### src/rtl/network_sequencer_pkg.sv
// Shared definitions for the network run sequencer: mode encodings, FSM states, LFSR constants.
package network_sequencer_pkg;

  typedef logic [2:0] seqStateT;

  localparam logic MODE_TEST  = 1'b0;
  localparam logic MODE_TRAIN = 1'b1;

  localparam seqStateT ST_IDLE     = 3'd0;
  localparam seqStateT ST_ISSUE    = 3'd1;
  localparam seqStateT ST_WAIT_FWD = 3'd2;
  localparam seqStateT ST_WAIT_BWD = 3'd3;
  localparam seqStateT ST_NEXT     = 3'd4;
  localparam seqStateT ST_DONE     = 3'd5;

  localparam logic [7:0] LFSR_SEED = 8'hA5;
  // Taps 8,6,5,4 expressed as bit positions 7,5,4,3.
  localparam logic [7:0] LFSR_TAPS = 8'hB8;

  function automatic logic [7:0] lfsrStep(input logic [7:0] s);
    return {s[6:0], ^(s & LFSR_TAPS)};
  endfunction

endpackage

### src/rtl/network_sequencer_seq_counter.sv
// Up-counter with synchronous clear, enable and a terminal-count flag against a runtime limit.
module seq_counter #(
  parameter int W    = 4,
  parameter bit WRAP = 1'b1
) (
  input  logic         clk,
  input  logic         rstN,
  input  logic         clr,
  input  logic         en,
  input  logic [W-1:0] last,
  output logic [W-1:0] count,
  output logic         tc
);

  assign tc = (count == last);

  // Without WRAP the counter keeps going past last so it can report the final total.
  always_ff @(posedge clk or negedge rstN) begin
    if (!rstN) begin
      count <= '0;
    end else if (clr) begin
      count <= '0;
    end else if (en) begin
      count <= (WRAP && tc) ? '0 : count + W'(1);
    end
  end

endmodule

### src/rtl/network_sequencer.sv
// Run-level controller: issues sample indices, waits for forward/backward tokens, counts epochs.
// Build option SEQ_SHUFFLE_EN scrambles the issued index with an LFSR mask that changes per epoch.
module network_sequencer
  import network_sequencer_pkg::*;
#(
  parameter  int NS = 16,
  parameter  int NE = 4,
  localparam int WS = $clog2(NS),
  localparam int WE = $clog2(NE + 1)
) (
  input  logic          iCLK,
  input  logic          iRST,
  input  logic          iStart,
  input  logic          iMode,
  output logic          oMode,
  output logic          oBusy,
  output logic          oDone,
  output logic          oValid_BM_Sample,
  input  logic          iReady_BM_Sample,
  output logic [WS-1:0] oData_BM_Sample,
  input  logic          iValid_AM_Result,
  output logic          oReady_AM_Result,
  input  logic          iValid_AM_Grad,
  output logic          oReady_AM_Grad,
  output logic          oUpdate,
  output logic [WE-1:0] oEpoch
);

  if (NS < 2) begin : gBadNs
    $error("network_sequencer: NS must be at least 2");
  end

  seqStateT stateReg;
  seqStateT stateNext;
  logic     modeReg;
  logic     updateReg;

  logic [WS-1:0] sample;
  logic          sampleTc;
  logic [WE-1:0] epoch;
  logic [WE-1:0] epochLast;
  logic          epochTc;

  logic startAccept;
  logic epochAdvance;

  assign startAccept  = (stateReg == ST_IDLE) && iStart;
  assign epochAdvance = (stateReg == ST_NEXT) && sampleTc;
  assign epochLast    = (modeReg == MODE_TRAIN) ? WE'(NE - 1) : '0;

  always_comb begin
    stateNext = stateReg;
    case (stateReg)
      ST_IDLE:     if (iStart) stateNext = ST_ISSUE;
      ST_ISSUE:    if (iReady_BM_Sample) stateNext = ST_WAIT_FWD;
      ST_WAIT_FWD: if (iValid_AM_Result)
                     stateNext = (modeReg == MODE_TRAIN) ? ST_WAIT_BWD : ST_NEXT;
      ST_WAIT_BWD: if (iValid_AM_Grad) stateNext = ST_NEXT;
      ST_NEXT:     stateNext = (sampleTc && epochTc) ? ST_DONE : ST_ISSUE;
      ST_DONE:     stateNext = ST_IDLE;
      default:     stateNext = ST_IDLE;
    endcase
  end

  always_ff @(posedge iCLK or negedge iRST) begin
    if (!iRST) begin
      stateReg  <= ST_IDLE;
      modeReg   <= MODE_TEST;
      updateReg <= 1'b0;
    end else begin
      stateReg  <= stateNext;
      updateReg <= (stateReg == ST_WAIT_BWD) && iValid_AM_Grad;
      if (startAccept) modeReg <= iMode;
    end
  end

  seq_counter #(.W(WS), .WRAP(1'b1)) uSampleCnt (
    .clk   (iCLK),
    .rstN  (iRST),
    .clr   (startAccept),
    .en    (stateReg == ST_NEXT),
    .last  (WS'(NS - 1)),
    .count (sample),
    .tc    (sampleTc)
  );

  // Epoch count must land on the full total when the run finishes, so it never wraps.
  seq_counter #(.W(WE), .WRAP(1'b0)) uEpochCnt (
    .clk   (iCLK),
    .rstN  (iRST),
    .clr   (startAccept),
    .en    (epochAdvance),
    .last  (epochLast),
    .count (epoch),
    .tc    (epochTc)
  );

`ifdef SEQ_SHUFFLE_EN
  if ((NS & (NS - 1)) != 0 || NS > 256) begin : gBadShuffleNs
    $error("network_sequencer: shuffling needs NS to be a power of two no larger than 256");
  end

  logic [7:0] lfsrReg;

  always_ff @(posedge iCLK or negedge iRST) begin
    if (!iRST) begin
      lfsrReg <= LFSR_SEED;
    end else if (startAccept) begin
      lfsrReg <= LFSR_SEED;
    end else if (epochAdvance) begin
      lfsrReg <= lfsrStep(lfsrReg);
    end
  end

  // XOR with a fixed mask is a bijection, so each epoch still visits every index once.
  assign oData_BM_Sample = (stateReg == ST_ISSUE) ? (sample ^ lfsrReg[WS-1:0]) : '0;
`else
  assign oData_BM_Sample = (stateReg == ST_ISSUE) ? sample : '0;
`endif

  assign oMode            = modeReg;
  assign oBusy            = (stateReg != ST_IDLE);
  assign oDone            = (stateReg == ST_DONE);
  assign oValid_BM_Sample = (stateReg == ST_ISSUE);
  assign oReady_AM_Result = (stateReg == ST_WAIT_FWD);
  assign oReady_AM_Grad   = (stateReg == ST_WAIT_BWD);
  assign oUpdate          = updateReg;
  assign oEpoch           = epoch;

endmodule

### config.mk
export PLATFORM = sky130hd
export DESIGN_NAME = network_sequencer
export DESIGN_NICKNAME = d
export VERILOG_FILES = /design/src/rtl/network_sequencer_pkg.sv /design/src/rtl/network_sequencer_seq_counter.sv /design/src/rtl/network_sequencer.sv
export SDC_FILE = /design/constraint.sdc
export NUM_CORES = 1
export LEC_CHECK = 0
export CORE_MARGIN = 2
export CORE_UTILIZATION = 40
export DETAILED_ROUTE_END_ITERATION = 10
export GPL_TIMING_DRIVEN = 0
export PLACE_DENSITY = 0.78
export SLEW_MARGIN = 10
export SYNTH_ARGS = -nofsm -noshare
export SYNTH_HDL_FRONTEND = slang
export SYNTH_SLANG_ARGS = --single-unit
### constraint.sdc
create_clock -name iCLK -period 3.3 [get_ports iCLK]
set_input_delay 0.66 -clock iCLK [delete_from_list [all_inputs] [get_ports iCLK]]
set_output_delay 0.66 -clock iCLK [all_outputs]
set_load 0.02 [all_outputs]
==> flow_metrics.tcl <==
set metrics [dict create \
    via_count 675 \
    dieArea_sq_mm 0.00222 \
    worstSetupPathType "reg -> out" \
    cp.depth 5 \
    fin_crit_ns 2.94 \
    cts_setup_buffers 0 \
    drtIter0Drc 7 \
    synthFlopType "dfrtp_1" \
    clk_latency_ns 0.28 \
    crit_family "buffers and inverters" \
    ys_top_cells_by_count "12 x dfrtp_1, 6 x a21oi_1, 5 x and2_1, 5 x o21ai_0, 4 x inv_1" \
    dp_hpwl_um 1220 \
    dieHeight_um 47.1 \
    routed_wl_um 1720 \
    rsz0062_at_grt "false" \
    die_w_um 47.1 \
    status "finished, final reports clean" \
    core_sq_mm 0.00173 \
    hold_viol 0 \
    start_util_pct 43.0 \
    cts.repair.resized 0 \
    synth_nets 89 \
    rrSetupSlack_ns 1.52 \
    dr.pass1.iters 4 \
    fin_area_sq_mm 0.00101 \
    leakage_nw 0.448 \
    dp_cells 125 \
    crit_chain "buf_6 -> clkbuf_1 -> nor3b_1 -> and2_1 -> clkdlybuf4s50_1" \
    grt_use_total_pct 17.8 \
    reg2regPathDepth 4 \
    path_max_fanout 10 \
    synth-async-reset-ratio_pct 100 \
    grt_remaining_overflow 0 \
    wl_per_cell_um 13.3 \
    synth_most_common_cell "dfrtp_1" \
    antennaDiodeCount 0 \
    hold_slack_ns 0.599 \
    io_pins 21 \
    h-tree-depth 1 \
    critPathLaunchType "register" \
    post-route-period-util_pct 88.9 \
    syn_area_per_cell_sq_um 9.27 \
    cts-buffers-inserted 3 \
    cts_sinks 12 \
    tns_ns 0 \
    power_density_mw_per_mm2 776 \
    portBuffers 20 \
    synth_area_leader_cell "dfrtp_1" \
    netlist_instances 80 \
    ys_warn_count 0 \
    crit_slowest_cell "clkdlybuf4s50_1" \
    power_uw 783 \
    hp-class "reg -> reg" \
    synth_top_area_share_pct 40.5 \
    cp_num_buf_inv 3 \
    cts_tree "yes" \
    grt_start_max_net_pins 13 \
    setup_viol 0 \
    holdPathStages 2 \
    synth_edf_count 0 \
    critPathArrivalTime_ns 2.28 \
    tightest_slew_ns 0.577 \
    final_nets 114 \
    clock_skew_ns 0.00450 \
    ant_nets 0 \
    root_buffer "clkbuf_4" \
    synth_cell_types 34 \
    clockBufferDepth 2 \
    maxSlewViolCount 0 \
    placed_area_sq_um 973 \
    hold_buffers 0 \
    fmax_mhz 341 \
    cp-end-kind "output port" \
    finalWeightedCongestion 0.761 \
    antenna_found_initial 0 \
    path_clk_slew_ns 0.07 \
    ys_seq_area_share_pct 40.5 \
    ys_seq_elements 12 \
    rows 15 \
    relSlewSlack_pct 61.4 \
    slowest_delay_ns 0.60 \
    crit_required_ns 2.64 \
    yosys-top-cells-area "dfrtp_1 40%, and2_1 4.2%, a21oi_1 4.0%" \
    grt_pass1_wl_um 2660 \
    vias_per_cell 5.23 \
    fin_cells 129 \
    drc_errors 0 \
    first_global_vias 596 \
    drv_cap 0 \
    ir_worst_vdd_mv 0.460 \
    area_delta_synth_final_pct 36.1 \
    drive_gt1_share_pct 7.69 \
    synth_area_sq_um 742 \
]
==> layout make-up <==
| type | instances | area, sq um |
|---|---|---|
| Buffer | 5 | 27.5 |
| Tap cell | 25 | 31.3 |
| Inverter | 4 | 15.0 |
| Sequential cell | 12 | 300 |
| Multi-Input combinational cell | 59 | 399 |
| Fill cell | 173 | 717 |
| Timing Repair Buffer | 20 | 200 |
| Clock buffer | 4 | 36.3 |
==> metal layers <==
layer  track usage [%]  vias up  share of wire [%]
met5                 0        -                  0
met4              6.67        0               0.81
met2              27.4       19                 49
met3              6.92        2                4.5
met1              22.6      316                 46
li1                  -      338                  -
==> path summary, 6_finish.rpt <==
path                                    start                   to
max in group asynchronous                iRST          stateReg[0]
setup / recovery                  stateReg[0]   oData_BM_Sample[0]
setup reg to reg                  stateReg[1]          stateReg[0]
hold / removal             uEpochCnt.count[2]   uEpochCnt.count[2]
min in group asynchronous                iRST  uSampleCnt.count[3]
hold reg to reg            uEpochCnt.count[2]   uEpochCnt.count[2]
==> tightest hold or removal path, cell delays in order (launching register included) <==
cell and delay, ns:
dfrtp_1 0.42, o31ai_1 0.08, a21oi_1 0.06
==> where the power goes <==
| group | internal, mW | switching [mW] |
|---|---|---|
| clock network | 0.0671 | 0.0502 |
| logic | 0.202 | 0.231 |
| registers | 0.189 | 0.0446 |
| total | 0.458 | 0.325 |
==> through the flow <==
step           util (%)  setup WS [ns]
2_1_floorplan         -          0.953
3_3_place_gp       56.4          0.733
3_5_place_dp       56.4          0.664
4_1_cts            58.5          0.337
5_1_grt            58.5          0.226
6_report           58.5          0.365
==> state kept, by name (all words and copies together) (netlist names) <==
register / count
uSampleCnt.count: 4
oUpdate: 1
stateReg: 3
uEpochCnt.count: 3
oMode: 1
==> logic make-up after synthesis <==
logic type | after synthesis | synth area share (%)
mux | 4 | 5.73
fa+ha+maj | 2 | 3.37
flops | 12 | 40.5
buf+inv | 9 | 5.73
compound gates | 20 | 17.5
simple gates | 33 | 27.1
==> cell usage in the layout, fill, tap and decap left out, drive strengths merged, types with 2 or more instances in the layout <==
cell type	n
a22o	2
and3	2
or3	2
nor3	2
o21ai	5
clkdlybuf4s50	20
nor3b	2
a21oi	6
buf	2
nand2b	2
mux2	2
and2	5
ha	2
inv	4
clkbuf	7
nand3	3
dfrtp	12
nor2	3
nor2b	3
nand2	3
mux2i	2
Note: power is estimated with default switching activity, not from simulation.
